[config.mk]
export PLATFORM = sky130hd
export DESIGN_NAME = spi_xact_arb
export DESIGN_NICKNAME = d
export VERILOG_FILES = /design/src/rtl/spi_xact_arb.sv
export SDC_FILE = /design/constraint.sdc
export NUM_CORES = 1
export LEC_CHECK = 0
export BUFFER_PORTS_ARGS = -buffer_cell sky130_fd_sc_hd__buf_2
export CAP_MARGIN = 0
export CORE_ASPECT_RATIO = 1.1
export CORE_MARGIN = 2
export CORE_UTILIZATION = 45
export DETAILED_ROUTE_END_ITERATION = 10
export GPL_TIMING_DRIVEN = 0
export PLACE_DENSITY = 0.75
export SYNTH_ARGS = -nofsm -noshare
export SYNTH_HDL_FRONTEND = slang
export SYNTH_SLANG_ARGS = --single-unit
[constraint.sdc]
create_clock -name clk -period 5.2 [get_ports clk]
set_clock_uncertainty 0.1 [all_clocks]
set_input_delay 0.52 -clock clk [delete_from_list [all_inputs] [get_ports clk]]
set_output_delay 0.52 -clock clk [all_outputs]
set_load 0.02 [all_outputs]
[src/rtl/spi_xact_arb.sv]
// rtl/spi_xact_arb.sv - arbiter sharing one SPI_mnrch engine between inertial (req0) and A2D (req1) clients
module spi_xact_arb #(
    parameter int STARVE_LIM  = 4,
    parameter int TIMEOUT_CYC = 1024,
    parameter bit fast_sim    = 1'b0
) (
    input  logic        clk,
    input  logic        rst_n,
    input  logic        req0,
    input  logic [15:0] cmd0,
    input  logic        req1,
    input  logic [15:0] cmd1,
    output logic        done0,
    output logic [15:0] resp0,
    output logic        done1,
    output logic [15:0] resp1,
    output logic        m_snd,
    output logic [15:0] m_cmd,
    input  logic        m_done,
    input  logic [15:0] m_resp,
    input  logic        m_SS_n,
    output logic        SS0_n,
    output logic        SS1_n,
    output logic        to_err
);
    localparam int CW     = $clog2(TIMEOUT_CYC) + 1;
    localparam int TO_EFF = fast_sim ? 64 : TIMEOUT_CYC;
    localparam logic [CW-1:0] TO_LAST = CW'(TO_EFF - 1);
    localparam int SW     = $clog2(STARVE_LIM + 1);
    localparam logic [SW-1:0] STARVE_MAX = SW'(STARVE_LIM);

    typedef enum logic [1:0] {IDLE, LAUNCH, BUSY, RECOV} state_t;

    state_t        state_q, state_d;
    logic          gnt_q, gnt_d;
    logic [SW-1:0] starve_q, starve_d;
    logic [CW-1:0] cnt_q, cnt_d;
    logic [15:0]   m_cmd_q, m_cmd_d;
    logic          m_snd_q, m_snd_d;
    logic          done0_q, done0_d;
    logic          done1_q, done1_d;
    logic [15:0]   resp0_q, resp0_d;
    logic [15:0]   resp1_q, resp1_d;
    logic          to_err_q, to_err_d;
    logic          force1;
    logic          gnt_pick;
    logic          ss_active;

    // req1 wins when req0 is absent or when req0 has won STARVE_LIM times in a row over it
    assign force1   = (starve_q == STARVE_MAX) & req1;
    assign gnt_pick = force1 | (req1 & ~req0);

    always_comb begin
        state_d  = state_q;
        gnt_d    = gnt_q;
        starve_d = starve_q;
        cnt_d    = cnt_q;
        m_cmd_d  = m_cmd_q;
        m_snd_d  = 1'b0;
        done0_d  = 1'b0;
        done1_d  = 1'b0;
        resp0_d  = resp0_q;
        resp1_d  = resp1_q;
        to_err_d = 1'b0;
        case (state_q)
            IDLE: begin
                if (req0 | req1) begin
                    gnt_d   = gnt_pick;
                    m_cmd_d = gnt_pick ? cmd1 : cmd0;
                    m_snd_d = 1'b1;
                    state_d = LAUNCH;
                    if (gnt_pick || !req1) begin
                        starve_d = '0;
                    end else if (starve_q != STARVE_MAX) begin
                        starve_d = starve_q + SW'(1);
                    end
                end
            end
            LAUNCH: begin
                cnt_d   = '0;
                state_d = BUSY;
            end
            BUSY: begin
                // completion takes precedence over a same-cycle timeout
                if (m_done || cnt_q == TO_LAST) begin
                    to_err_d = ~m_done;
                    if (gnt_q) begin
                        done1_d = 1'b1;
                        resp1_d = m_done ? m_resp : 16'h0000;
                    end else begin
                        done0_d = 1'b1;
                        resp0_d = m_done ? m_resp : 16'h0000;
                    end
                    state_d = RECOV;
                end else begin
                    cnt_d = cnt_q + CW'(1);
                end
            end
            RECOV: begin
                state_d = IDLE;
            end
            default: begin
                state_d = IDLE;
            end
        endcase
    end

    always_ff @(posedge clk) begin
        if (!rst_n) begin
            state_q  <= IDLE;
            gnt_q    <= 1'b0;
            starve_q <= '0;
            cnt_q    <= '0;
            m_cmd_q  <= 16'h0000;
            m_snd_q  <= 1'b0;
            done0_q  <= 1'b0;
            done1_q  <= 1'b0;
            resp0_q  <= 16'h0000;
            resp1_q  <= 16'h0000;
            to_err_q <= 1'b0;
        end else begin
            state_q  <= state_d;
            gnt_q    <= gnt_d;
            starve_q <= starve_d;
            cnt_q    <= cnt_d;
            m_cmd_q  <= m_cmd_d;
            m_snd_q  <= m_snd_d;
            done0_q  <= done0_d;
            done1_q  <= done1_d;
            resp0_q  <= resp0_d;
            resp1_q  <= resp1_d;
            to_err_q <= to_err_d;
        end
    end

    assign ss_active = (state_q == LAUNCH) || (state_q == BUSY);
    assign SS0_n     = (ss_active && !gnt_q) ? m_SS_n : 1'b1;
    assign SS1_n     = (ss_active &&  gnt_q) ? m_SS_n : 1'b1;

    assign m_snd  = m_snd_q;
    assign m_cmd  = m_cmd_q;
    assign done0  = done0_q;
    assign done1  = done1_q;
    assign resp0  = resp0_q;
    assign resp1  = resp1_q;
    assign to_err = to_err_q;
endmodule

Word-level counts from Yosys, hierarchy flattened:

Cells that the tools add are included.

* flip-flop bits (word level): 69
* bits of input ports: 54
* output and inout port bits: 54
* logic and storage cells: 61

* add/sub/neg operators: 2
* equality and inequality tests: 9
* muxes and demuxes: 14
* bitwise operators: 7
* reduce and logical (&&, ||, !) cells: 18

Operator list (number)
* $mux W16: 2
* $pmux W11 S2: 1
* $reduce_and A3 Y1: 4
* $add A11 B1 Y11 const B: 1
* $eq A11 B10 Y1 const B: 1
* $mux W11: 1
* $pmux W2 S4: 1
* $reduce_and A2 Y1: 4
* $mux W3: 2
* $ne A2 B2 Y1 const B: 3
* $mux W1: 5
* $eq A2 B2 Y1 const B: 2
* $mux W2: 2
* $reduce_bool A2 Y1: 2
* $add A3 B1 Y3 const B: 1
* $eq A3 B3 Y1 const B: 1
* $logic_or A1 B1 Y1: 3
* $ne A3 B3 Y1 const B: 1
* $not A1 Y1: 3
* $and A1 B1 Y1: 2
* $eq A2 B1 Y1 const B: 1
* $logic_and A1 B1 Y1: 2
* $logic_not A1 Y1: 2
* $logic_not A2 Y1: 1
* $or A1 B1 Y1: 2

Logic depth before layout (Yosys ltp):

* depth in word-level cells: 6
* mapped depth: 8
* mapped depth without buffers: 6

Worst setup path before layout:

No wires, ideal clock.

* path kind: reg-to-reg
* from: register cnt_q[0]
* to: register resp0_q[10] (netlist: resp0[10])
* setup time: 0.072 ns
* arrival time: 1.742 ns
* required time: 5.028 ns
* slack: 3.286 ns
* cell stages (with the launch flop): 7
* buffers on the path: 1
* clock period less this slack: 1.914 ns
* path through: dfxtp_1 -> ha_1 -> nand4_1 -> o31a_1 -> nor3_4 -> buf_6 -> mux2i_1

* word-level cells in the longest chain between the ends: 3

Ends and longest elaborated chain
* start: declaration: RTL line 37 `logic [CW-1:0] cnt_q, cnt_d;`
* start signal: assignment: RTL line 125 `cnt_q <= cnt_d;`
* $eq A11 B10 Y1: RTL line 85 `if (m_done || cnt_q == TO_LAST) begin`
* $logic_or A1 B1 Y1: RTL line 85
* $reduce_and A3 Y1 (no line)
* end signal: assignment: RTL line 130 `resp0_q <= resp0_d;`
* end: declaration: RTL line 42 `logic [15:0] resp0_q, resp0_d;`

Every way passes these cells.
A chain may end at the register's enable or synchronous reset.

Final worst setup path:

* from: register state_q[0]
* to: output port SS0_n

* word-level cells in the longest chain between the ends: 4
* elaborated cells between the ends (all ways): 5
* those cells by class: eq/ne: 2; mux: 1; reduce/logical: 2

Ends and longest elaborated chain
* start: declaration: RTL line 34 `state_t state_q, state_d;`
* start signal: assignment: RTL line 122 `state_q <= state_d;`
* $eq A2 B1 Y1 or $eq A2 B2 Y1 (tied branches): RTL line 136 `assign ss_active = (state_q == LAUNCH) || (state_q == BUSY);`
* $logic_or A1 B1 Y1 (*): RTL line 136
* $logic_and A1 B1 Y1 (*): RTL line 137 `assign SS0_n = (ss_active && !gnt_q) ? m_SS_n : 1'b1;`
* $mux W1 (*): RTL line 137
* end: declaration: RTL line 22 `output logic SS0_n,`

Mark *: on every way between the ends. The rest lies on a longest branch, timed or not.

==> impl_metrics.json <==
{
  "rows": 31,
  "worstPathArrival_ns": 1.74,
  "reg2reg_depth": 6,
  "cpMaxStageDelayCell": "or3b_2",
  "cts_resized": 0,
  "cts_tree": "built",
  "rsz0062_at_grt": "no",
  "setup_slack_ns": 2.84,
  "rrSetupSlack_ns": 2.95,
  "critPathMaxStageDelay_ns": 0.46,
  "path_clk_slew_ns": 0.08,
  "die_area_um2": 7260,
  "syn-instance-count": 318,
  "drc": 0,
  "synth_seq_cells": 69,
  "synth.avg_cell_area_um2": 9.34,
  "worstHoldPathCells": 2,
  "power_density_nw_per_um2": 389,
  "crit_family": "simple AND/OR/NAND/NOR gates",
  "min_from": "resp0[10]",
  "fin_cells": 522,
  "synth_ff_type": "dfxtp_1",
  "relSlewSlack": 0.508,
  "synthXorXnorAreaFrac": 0.00885,
  "antenna_found_initial": 0,
  "drive_above_1_share": 0.293,
  "yosysSeqAreaShare": 0.465,
  "muxShareOfSynthArea": 0.169,
  "path_buf_inv": 2,
  "total_power_mw": 1.48,
  "slew_violations": 0,
  "grt_pass1_wl_mm": 11.1,
  "grt_pass1_vias": 2491,
  "drtIter0Drc": 84,
  "seqCellArea_um2": 1380,
  "viasPerCell": 5.17,
  "min_period_over_period": 0.455,
  "cts.sinks": 69,
  "drt-pass1-iter-count": 4,
  "synth_compound_area_frac": 0.117,
  "vias": 2699,
  "r2r-start": "cnt_q[0]",
  "worstReg2RegEnd": "resp0[15]",
  "final_cell_mix": "buf_2, dfxtp_1, mux2i_1",
  "min_to": "resp0[10]",
  "die_height_um": 89.2,
  "worst_pin_slew_ns": 0.731,
  "end_kind": "output pin",
  "irDropWorstVdd_mv": 0.263,
  "synthAdderAreaFrac": 0.0295,
  "yosysUniqueCellTypes": 39,
  "layout_commonest_cell": "buf_2",
  "dp.cells": 506,
  "wl_per_cell_um": 13.3,
  "synth-edff-count": 0,
  "status": "finished, final reports clean",
  "synthArstFlopShare": 0,
  "dp_hpwl_mm": 5.19,
  "start_util": 0.458,
  "max_cap_violations": 0,
  "critPathLaunch": "state_q[0]",
  "synth_top_family_by_area": "simple AND/OR/NAND/NOR gates",
  "tns_ns": 0,
  "grtUsageTotal": 0.199,
  "cp_max_fo": 3,
  "synth_fp_nets": 379,
  "grt_start_max_net_pins": 13,
  "yosys_warnings": 0,
  "nets": 496,
  "hold_buffers": 0,
  "multiInputGateArea_um2": 1470,
  "clk_path_buf_depth": 2,
  "required_ns": 4.58,
  "dieWidth_um": 81.4,
  "netlist_area_um2": 2970,
  "core_area_um2": 6480,
  "clock_latency_ns": 0.34,
  "p_leak_nw": 1.69,
  "place.gp.congestion": 0.735,
  "wirelength_mm": 6.93,
  "criticalPathCategory": "flip-flop to output pin",
  "fin_crit_ns": 2.36,
  "setup_viol": 0,
  "startpoint_type": "flip-flop",
  "htreeDepth": 3,
  "syn2layout_area_growth_pct": 28.1,
  "synth_simple_gate_area_frac": 0.172,
  "pre_cts_slack_ns": 2.98,
  "worstPathCellList": "inv_1, ha_1, or3b_2, buf_2",
  "io_buffers": 106,
  "fmax_mhz": 423,
  "hold_path.class": "flip-flop to flip-flop",
  "ios": 108,
  "cts-root-buf": "clkbuf_8",
  "hold_viol_final": 0,
  "antenna_left": 0,
  "post_cts_buffers": 0,
  "cts_buffers": 9,
  "diodes": 0,
  "overflow": 0,
  "timing.hold.ws_ns": 0.356,
  "fillers": 569
}
## synth_stat cells (all sizes together) (3+ instances only)
library cell | instances | area [um2]
inv | 9 | 33.8
nor2 | 7 | 33.8
nand2 | 47 | 176
o31a | 3 | 26.3
nand3 | 24 | 120
clkbuf | 15 | 56.3
buf | 3 | 23.8
mux2i | 50 | 500
dfxtp | 69 | 1380
nor3 | 5 | 36.3
o31ai | 3 | 22.5
nor2b | 3 | 18.8
a21oi | 21 | 105
o21ai | 22 | 110
ha | 7 | 87.6
## where the power goes
group,total [mW],internal [mW],leakage (nW),switching [mW]
Sequential,0.629,0.594,0.561,0.0350
Clock,0.435,0.235,0.0995,0.200
Combinational,0.415,0.151,1.03,0.264
## how the worst max path moves through the flow
stage	endpoint	slack (ns)	cells after the start
finish	SS0_n	2.84	4
global route	SS0_n	2.75	4
CTS	SS0_n	2.82	4
detailed placement	resp0[14]	2.98	6
global placement	m_cmd[10]	3.00	6
floorplan	resp0[10]	3.29	6
## state kept, by name, indices dropped and copies added (netlist names)
signal	count
m_snd	1
done0	1
resp1	16
m_cmd	16
resp0	16
done1	1
to_err	1
cnt_q	11
starve_q	3
gnt_q	1
state_q	2
## metrics by stage
step / area (um2) / utilization
floorplan: 2970 / -
global placement: 3600 / 0.556
detailed placement: 3600 / 0.556
CTS: 3800 / 0.587
global route: 3800 / 0.587
finish: 3800 / 0.587
## cell families after synthesis
group | after synthesis
AND/OR/NAND/NOR | 103
adder cells (fa/ha/maj) | 7
multiplexers | 50
flip-flops | 69
XOR/XNOR | 3
buffers and inverters | 27
AO/OA/AOI/OAI | 59
## worst min-delay path: cells and delay by family (launching register included)
family | cells | cell delay, ns
simple gates | 1 | 0.05
flops | 1 | 0.31
mux | 1 | 0.05
## per-layer routing
metal,track usage,share of wire,up-vias
met4,0.0924,0.023,0
met3,0.0475,0.059,14
met5,0,0,-
li1,-,-,1354
met2,0.335,0.49,85
met1,0.240,0.43,1246
## area by class of cell
cell class / instances / area share
inverters: 9 / 0.00888
well taps: 82 / 0.0270
multi-input cells: 222 / 0.387
repair buffers: 106 / 0.139
clock inverters: 5 / 0.0158
clock buffers: 11 / 0.0372
plain buffers: 18 / 0.0211
flip-flops and latches: 69 / 0.363
Note: power is estimated with default switching activity, not from simulation.
